$ cat src/rtl/riscv_pkg.sv
// Shared RISC-V constants: base opcodes, sequencer state encoding and the
// opcode classification bundle produced by opcode_class.
package riscv_pkg;

  localparam logic [6:0] OP_R      = 7'b0110011;
  localparam logic [6:0] OP_I      = 7'b0010011;
  localparam logic [6:0] OP_LOAD   = 7'b0000011;
  localparam logic [6:0] OP_STORE  = 7'b0100011;
  localparam logic [6:0] OP_BRANCH = 7'b1100011;
  localparam logic [6:0] OP_JAL    = 7'b1101111;
  localparam logic [6:0] OP_JALR   = 7'b1100111;
  localparam logic [6:0] OP_LUI    = 7'b0110111;
  localparam logic [6:0] OP_AUIPC  = 7'b0010111;
  localparam logic [6:0] OP_SYSTEM = 7'b1110011;

  typedef enum logic [2:0] {
    ST_FETCH     = 3'd0,
    ST_DECODE    = 3'd1,
    ST_EXECUTE   = 3'd2,
    ST_MEM       = 3'd3,
    ST_WRITEBACK = 3'd4,
    ST_HALT      = 3'd5
  } seq_state_t;

  typedef struct packed {
    logic legal;
    logic is_load;
    logic is_store;
    logic is_branch;
    logic is_system;
  } op_class_t;

endpackage

$ cat src/rtl/multicycle_sequencer_if.sv
// Request/ready handshakes towards the instruction and data memories.
// The sequencer is the master; the memory side is the slave.
interface multicycle_sequencer_if;

  logic imem_req;
  logic imem_ready;
  logic dmem_req;
  logic dmem_we;
  logic dmem_ready;

  modport master (
    output imem_req,
    output dmem_req,
    output dmem_we,
    input  imem_ready,
    input  dmem_ready
  );

  modport slave (
    input  imem_req,
    input  dmem_req,
    input  dmem_we,
    output imem_ready,
    output dmem_ready
  );

endinterface

$ cat src/rtl/multicycle_sequencer_opcode_class.sv
// Combinational opcode classifier. Anything outside the RV32I base opcode
// set comes out with every flag low, including legal.
module opcode_class
  import riscv_pkg::*;
(
  input  logic [6:0] opcode,
  output op_class_t  op_class
);

  // Decode the 7-bit opcode into its class flags.
  always_comb begin
    op_class = '0;
    case (opcode)
      OP_R, OP_I, OP_JAL, OP_JALR, OP_LUI, OP_AUIPC: begin
        op_class.legal = 1'b1;
      end
      OP_LOAD: begin
        op_class.legal   = 1'b1;
        op_class.is_load = 1'b1;
      end
      OP_STORE: begin
        op_class.legal    = 1'b1;
        op_class.is_store = 1'b1;
      end
      OP_BRANCH: begin
        op_class.legal     = 1'b1;
        op_class.is_branch = 1'b1;
      end
      OP_SYSTEM: begin
        op_class.legal     = 1'b1;
        op_class.is_system = 1'b1;
      end
      default: begin
        op_class = '0;
      end
    endcase
  end

endmodule

$ cat src/rtl/multicycle_sequencer.sv
// Multi-cycle control sequencer: walks the datapath through
// FETCH/DECODE/EXECUTE/MEM/WRITEBACK, runs the memory handshakes with an
// optional wait timeout, keeps cycle/instret counters and halts on SYSTEM,
// illegal opcodes or a timed-out handshake.
module multicycle_sequencer
  import riscv_pkg::*;
#(
  parameter int CNT_W      = 32,
  parameter int WAIT_LIMIT = 0
) (
  input  logic                     clk,
  input  logic                     rst,
  input  logic [6:0]               opcode,
  input  logic [2:0]               MemRead,
  input  logic [1:0]               MemWrite,
  input  logic                     RegWrite,
  multicycle_sequencer_if.master   mem,
  output logic                     ir_we,
  output logic                     pc_we,
  output logic                     reg_we,
  output logic                     busy,
  output logic                     halted,
  output logic                     illegal,
  output logic                     bus_err,
  output logic [CNT_W-1:0]         cycle_cnt,
  output logic [CNT_W-1:0]         instret_cnt
);

  localparam int  WAIT_W     = (WAIT_LIMIT > 1) ? $clog2(WAIT_LIMIT + 1) : 1;
  localparam bit  TIMEOUT_EN = (WAIT_LIMIT != 0);
  // Value of the wait counter in the last cycle a missing ready is tolerated.
  localparam logic [WAIT_W-1:0] WAIT_LAST = WAIT_W'((WAIT_LIMIT > 0) ? (WAIT_LIMIT - 1) : 0);

  seq_state_t         state_q, state_d;
  logic [WAIT_W-1:0]  wait_q, wait_d;
  logic               illegal_q, illegal_d;
  logic               bus_err_q, bus_err_d;
  logic [CNT_W-1:0]   cycle_cnt_q, cycle_cnt_d;
  logic [CNT_W-1:0]   instret_cnt_q, instret_cnt_d;
  logic               rst_hold_q, rst_hold_d;

  logic               imem_req_s, dmem_req_s, dmem_we_s;
  logic               ir_we_s, pc_we_s, reg_we_s;
  logic               retire_s;
  logic               mem_access_s;
  logic               quiet_s;
  op_class_t          op_class_s;
  logic               unused_ok_s;

  opcode_class u_opcode_class (
    .opcode   (opcode),
    .op_class (op_class_s)
  );

  // Load/store routing follows the control unit, not the opcode class.
  assign unused_ok_s  = op_class_s.is_load;
  assign mem_access_s = (MemRead != 3'd0) || (MemWrite != 2'd0);

  // Next-state, sticky-flag, wait-counter and raw strobe decode.
  always_comb begin
    state_d    = state_q;
    wait_d     = '0;
    illegal_d  = illegal_q;
    bus_err_d  = bus_err_q;
    retire_s   = 1'b0;
    imem_req_s = 1'b0;
    dmem_req_s = 1'b0;
    dmem_we_s  = 1'b0;
    ir_we_s    = 1'b0;
    pc_we_s    = 1'b0;
    reg_we_s   = 1'b0;
    case (state_q)
      ST_FETCH: begin
        imem_req_s = 1'b1;
        if (mem.imem_ready) begin
          ir_we_s = 1'b1;
          state_d = ST_DECODE;
        end else if (TIMEOUT_EN && (wait_q == WAIT_LAST)) begin
          bus_err_d = 1'b1;
          state_d   = ST_HALT;
        end else begin
          wait_d = wait_q + WAIT_W'(1);
        end
      end
      ST_DECODE: begin
        if (!op_class_s.legal) begin
          illegal_d = 1'b1;
          state_d   = ST_HALT;
        end else if (op_class_s.is_system) begin
          retire_s = 1'b1;
          state_d  = ST_HALT;
        end else begin
          state_d = ST_EXECUTE;
        end
      end
      ST_EXECUTE: begin
        if (mem_access_s) begin
          state_d = ST_MEM;
        end else begin
          state_d = ST_WRITEBACK;
        end
      end
      ST_MEM: begin
        dmem_req_s = 1'b1;
        dmem_we_s  = (MemWrite != 2'd0);
        if (mem.dmem_ready) begin
          state_d = ST_WRITEBACK;
        end else if (TIMEOUT_EN && (wait_q == WAIT_LAST)) begin
          bus_err_d = 1'b1;
          state_d   = ST_HALT;
        end else begin
          wait_d = wait_q + WAIT_W'(1);
        end
      end
      ST_WRITEBACK: begin
        pc_we_s  = 1'b1;
        reg_we_s = RegWrite && !op_class_s.is_store && !op_class_s.is_branch;
        retire_s = 1'b1;
        state_d  = ST_FETCH;
      end
      ST_HALT: begin
        state_d = ST_HALT;
      end
      default: begin
        state_d = ST_HALT;
      end
    endcase
  end

  // Counter updates; both freeze once HALT is reached.
  always_comb begin
    rst_hold_d = rst;
    if (state_q != ST_HALT) begin
      cycle_cnt_d = cycle_cnt_q + CNT_W'(1);
    end else begin
      cycle_cnt_d = cycle_cnt_q;
    end
    if (retire_s) begin
      instret_cnt_d = instret_cnt_q + CNT_W'(1);
    end else begin
      instret_cnt_d = instret_cnt_q;
    end
  end

  // State and counter registers with synchronous reset.
  always_ff @(posedge clk) begin
    if (rst) begin
      state_q       <= ST_FETCH;
      wait_q        <= '0;
      illegal_q     <= 1'b0;
      bus_err_q     <= 1'b0;
      cycle_cnt_q   <= '0;
      instret_cnt_q <= '0;
      rst_hold_q    <= 1'b1;
    end else begin
      state_q       <= state_d;
      wait_q        <= wait_d;
      illegal_q     <= illegal_d;
      bus_err_q     <= bus_err_d;
      cycle_cnt_q   <= cycle_cnt_d;
      instret_cnt_q <= instret_cnt_d;
      rst_hold_q    <= rst_hold_d;
    end
  end

  // Output drive; strobes are silenced from the second cycle of a held reset.
  always_comb begin
    quiet_s      = rst && rst_hold_q;
    mem.imem_req = imem_req_s && !quiet_s;
    mem.dmem_req = dmem_req_s && !quiet_s;
    mem.dmem_we  = dmem_we_s  && !quiet_s;
    ir_we        = ir_we_s    && !quiet_s;
    pc_we        = pc_we_s    && !quiet_s;
    reg_we       = reg_we_s   && !quiet_s;
    busy         = (state_q != ST_HALT) || rst;
    halted       = (state_q == ST_HALT);
    illegal      = illegal_q;
    bus_err      = bus_err_q;
    cycle_cnt    = cycle_cnt_q;
    instret_cnt  = instret_cnt_q;
  end

endmodule
$ cat src/flat_wrapper.sv
// flat-port wrapper written by rule: the top's interface ports become plain ports
module multicycle_sequencer_flat import riscv_pkg::*;
#(
  parameter int CNT_W      = 32,
  parameter int WAIT_LIMIT = 0
)
  (clk, rst, opcode, MemRead, MemWrite, RegWrite, ir_we, pc_we, reg_we, busy, halted, illegal, bus_err, cycle_cnt, instret_cnt, mem_imem_req, mem_dmem_req, mem_dmem_we, mem_imem_ready, mem_dmem_ready);
  multicycle_sequencer_if mem_i ();
  input  logic clk;
  input  logic rst;
  input  logic [6:0] opcode;
  input  logic [2:0] MemRead;
  input  logic [1:0] MemWrite;
  input  logic RegWrite;
  output logic ir_we;
  output logic pc_we;
  output logic reg_we;
  output logic busy;
  output logic halted;
  output logic illegal;
  output logic bus_err;
  output logic [CNT_W-1:0] cycle_cnt;
  output logic [CNT_W-1:0] instret_cnt;
  output wire logic [$bits(mem_i.imem_req)-1:0] mem_imem_req;
  output wire logic [$bits(mem_i.dmem_req)-1:0] mem_dmem_req;
  output wire logic [$bits(mem_i.dmem_we)-1:0] mem_dmem_we;
  input wire logic [$bits(mem_i.imem_ready)-1:0] mem_imem_ready;
  input wire logic [$bits(mem_i.dmem_ready)-1:0] mem_dmem_ready;
  assign mem_imem_req = mem_i.imem_req;
  assign mem_dmem_req = mem_i.dmem_req;
  assign mem_dmem_we = mem_i.dmem_we;
  assign mem_i.imem_ready = mem_imem_ready;
  assign mem_i.dmem_ready = mem_dmem_ready;
  multicycle_sequencer #(.CNT_W(CNT_W), .WAIT_LIMIT(WAIT_LIMIT)) u_core (.clk(clk), .rst(rst), .opcode(opcode), .MemRead(MemRead), .MemWrite(MemWrite), .RegWrite(RegWrite), .mem(mem_i), .ir_we(ir_we), .pc_we(pc_we), .reg_we(reg_we), .busy(busy), .halted(halted), .illegal(illegal), .bus_err(bus_err), .cycle_cnt(cycle_cnt), .instret_cnt(instret_cnt));
endmodule
$ cat config.mk
export PLATFORM = sky130hd
export DESIGN_NAME = multicycle_sequencer_flat
export DESIGN_NICKNAME = d
export VERILOG_FILES = /design/src/rtl/riscv_pkg.sv /design/src/rtl/multicycle_sequencer_if.sv /design/src/rtl/multicycle_sequencer_opcode_class.sv /design/src/rtl/multicycle_sequencer.sv /design/src/flat_wrapper.sv
export SDC_FILE = /design/constraint.sdc
export NUM_CORES = 1
export LEC_CHECK = 0
export CAP_MARGIN = 15
export CORE_MARGIN = 3
export CORE_UTILIZATION = 53
export DETAILED_ROUTE_END_ITERATION = 12
export PLACE_DENSITY = 0.84
export SLEW_MARGIN = 20
export SYNTH_ARGS = -nofsm -noshare
export SYNTH_HDL_FRONTEND = slang
export SYNTH_HIERARCHICAL = 1
export SYNTH_SLANG_ARGS = --single-unit
$ cat constraint.sdc
create_clock -name clk -period 7.2 [get_ports clk]
set_clock_uncertainty 0.2 [all_clocks]
set_input_delay 1.8 -clock clk [delete_from_list [all_inputs] [get_ports clk]]
set_output_delay 1.8 -clock clk [all_outputs]
set_load 0.01 [all_outputs]
==> results_dict.tcl <==
set metrics [dict create \
    status "finished, final reports clean" \
    netlist_area_um2 3600 \
    dieArea_um2 7820 \
    fin_crit_sh_pct 78.5 \
    diodes 0 \
    fmax_mhz 177 \
    power.share.clock_pct 44.6 \
    worstMarginPinSlew_ns 0.980 \
    yosysWarnings 6 \
    dp_cells 573 \
    cp.required_ns 5.20 \
    cts_tree "done" \
    cts_hold_buf 0 \
    overflow 0 \
    fin_crit_ns 5.65 \
    clock_latency_ns 0.34 \
    power_w 0.000803 \
    nets 526 \
    num_vias 3661 \
    worst_ep_arrival_time_ns 3.65 \
    syn-num-nets 451 \
    ios 91 \
    dr.pass1.iters 4 \
    die_w_um 88.4 \
    ctsResizeCount 0 \
    layout.cells.non_filler 589 \
    first_global_vias 3260 \
    portBuffers 89 \
    critPathMaxFanout 3 \
    path_clk_slew_ns 0.07 \
    grt_max_degree 73 \
    h-tree-depth 3 \
    intPower_w 0.000624 \
    maxSlewHeadroom_pct 34.6 \
    area_growth_pct 29.8 \
    cts_made_buffers 9 \
    irDropWorstVdd_v 0.000127 \
    holdWs_ns 0.275 \
    p_comb_share_pct 6.5 \
    drt-wirelength-per-cell_um 15.8 \
    maxSlewViolCount 0 \
    die_y_um 88.4 \
    rsz0062_at_grt "no" \
    postRouteAntennaNets 0 \
    clock_sinks 69 \
    maxCapViolations 0 \
    rows 29 \
    design_area_um2 4670 \
    crit_type "in -> out" \
    cts_root_buffer "clkbuf_8" \
    coreArea_um2 6460 \
    hpwlAfterDp_um 6320 \
    post_cts_buffers 0 \
    setup.worst_path.end_class "primary output" \
    start_util_pct 55.8 \
    via_per_inst 6.22 \
    avgSynthCellArea_um2 8.34 \
    drt_wl_total_um 9300 \
    p_sw_share_pct 22.3 \
    drc_errors 0 \
    drt_iter0_drc 328 \
    synthCells 432 \
    hold_viol 0 \
    finalSetupTns_ns 0 \
    start_kind "input pin" \
    grt_pass1_wl_um 14900 \
    pwr-share-seq_pct 48.9 \
    leakagePower_nw 1.52 \
    netSwitchingPower_w 0.000179 \
    routabilityCongestion 0.816 \
    dpl_cell_area_um2 4450 \
    final_layout_size_suffix_gt1_share_pct 6.05 \
    setup_viol 0 \
    cts.path.max_buffers 2 \
    grt_usage_pct 23.7 \
    antenna_found_initial 0 \
    power.density_nw_per_um2 172 \
    hold_class "reg -> reg" \
]
==> cell type report <==
cell class / count / area [um2]
Clock buffer: 12 / 155
Clock inverter: 4 / 70.1
Fill cell: 524 / 1780
Inverter: 11 / 41.3
Multi-Input combinational cell: 326 / 2040
Sequential cell: 69 / 1380
Tap cell: 77 / 96.3
Timing Repair Buffer: 90 / 893
==> cells in the final DEF (no fill, tap or decap), drive strengths merged, types with 11 or more instances in the layout <==
cell           count
and3              14
clkbuf            12
or3               12
nor2              29
nand3             27
nand4             20
dfxtp             69
o21ai             11
inv               11
nand2             24
clkdlybuf4s50     88
a21oi             47
o31ai             29
or4               32
==> flip-flops by register name (all words and copies together) (netlist names) <==
signal              flops
u_core/cycle_cnt       32
u_core/illegal          1
u_core/instret_cnt     32
u_core/rst_hold_q       1
u_core/state_q          3
==> worst max-delay path, cell delays in order <==
cell	delay, ns
clkdlybuf4s50_1	0.46
nor2_1	0.16
or4b_1	0.45
nor2_1	0.10
nor2_1	0.05
and3_1	0.16
clkdlybuf4s50_1	0.47
==> per-layer routing <==
metal	share of wire [%]	global-route usage, %	up-vias
li1	-	-	1784
met1	45	31.0	1733
met2	48	38.9	130
met3	6.3	5.03	14
met4	1.3	8.24	0
met5	0	0	-
==> per-stage QoR <==
step                      setup slack, ns  utilization, %
after floorplan                      2.55               -
after global placement               1.63            68.9
after detailed placement             1.57            68.9
after CTS                            1.57            72.4
after global routing                 1.51            72.4
final                                1.55            72.4
==> path summary, 6_finish.rpt <==
kind,start,end,slack [ns],cells past startpoint
worst max-delay path,opcode[2],reg_we,1.55,7
worst min-delay path,u_core/illegal,u_core/illegal,0.28,2
worst max register to register,u_core/state_q[1],u_core/cycle_cnt[18],4.56,4
worst min register to register,u_core/illegal,u_core/illegal,0.28,2
==> power by group through the flow <==
stage | sequential [W] | clock, W | combinational (W)
after global placement | 0.000402 | 0 | 0.0000508
after detailed placement | 0.000402 | 0 | 0.0000524
after floorplan | 0.000401 | 0 | 0.0000284
final | 0.000393 | 0.000358 | 0.0000524
after CTS | 0.000393 | 0.000362 | 0.0000528
after global routing | 0.000394 | 0.000378 | 0.0000572
(Power assumes the default switching activity.)
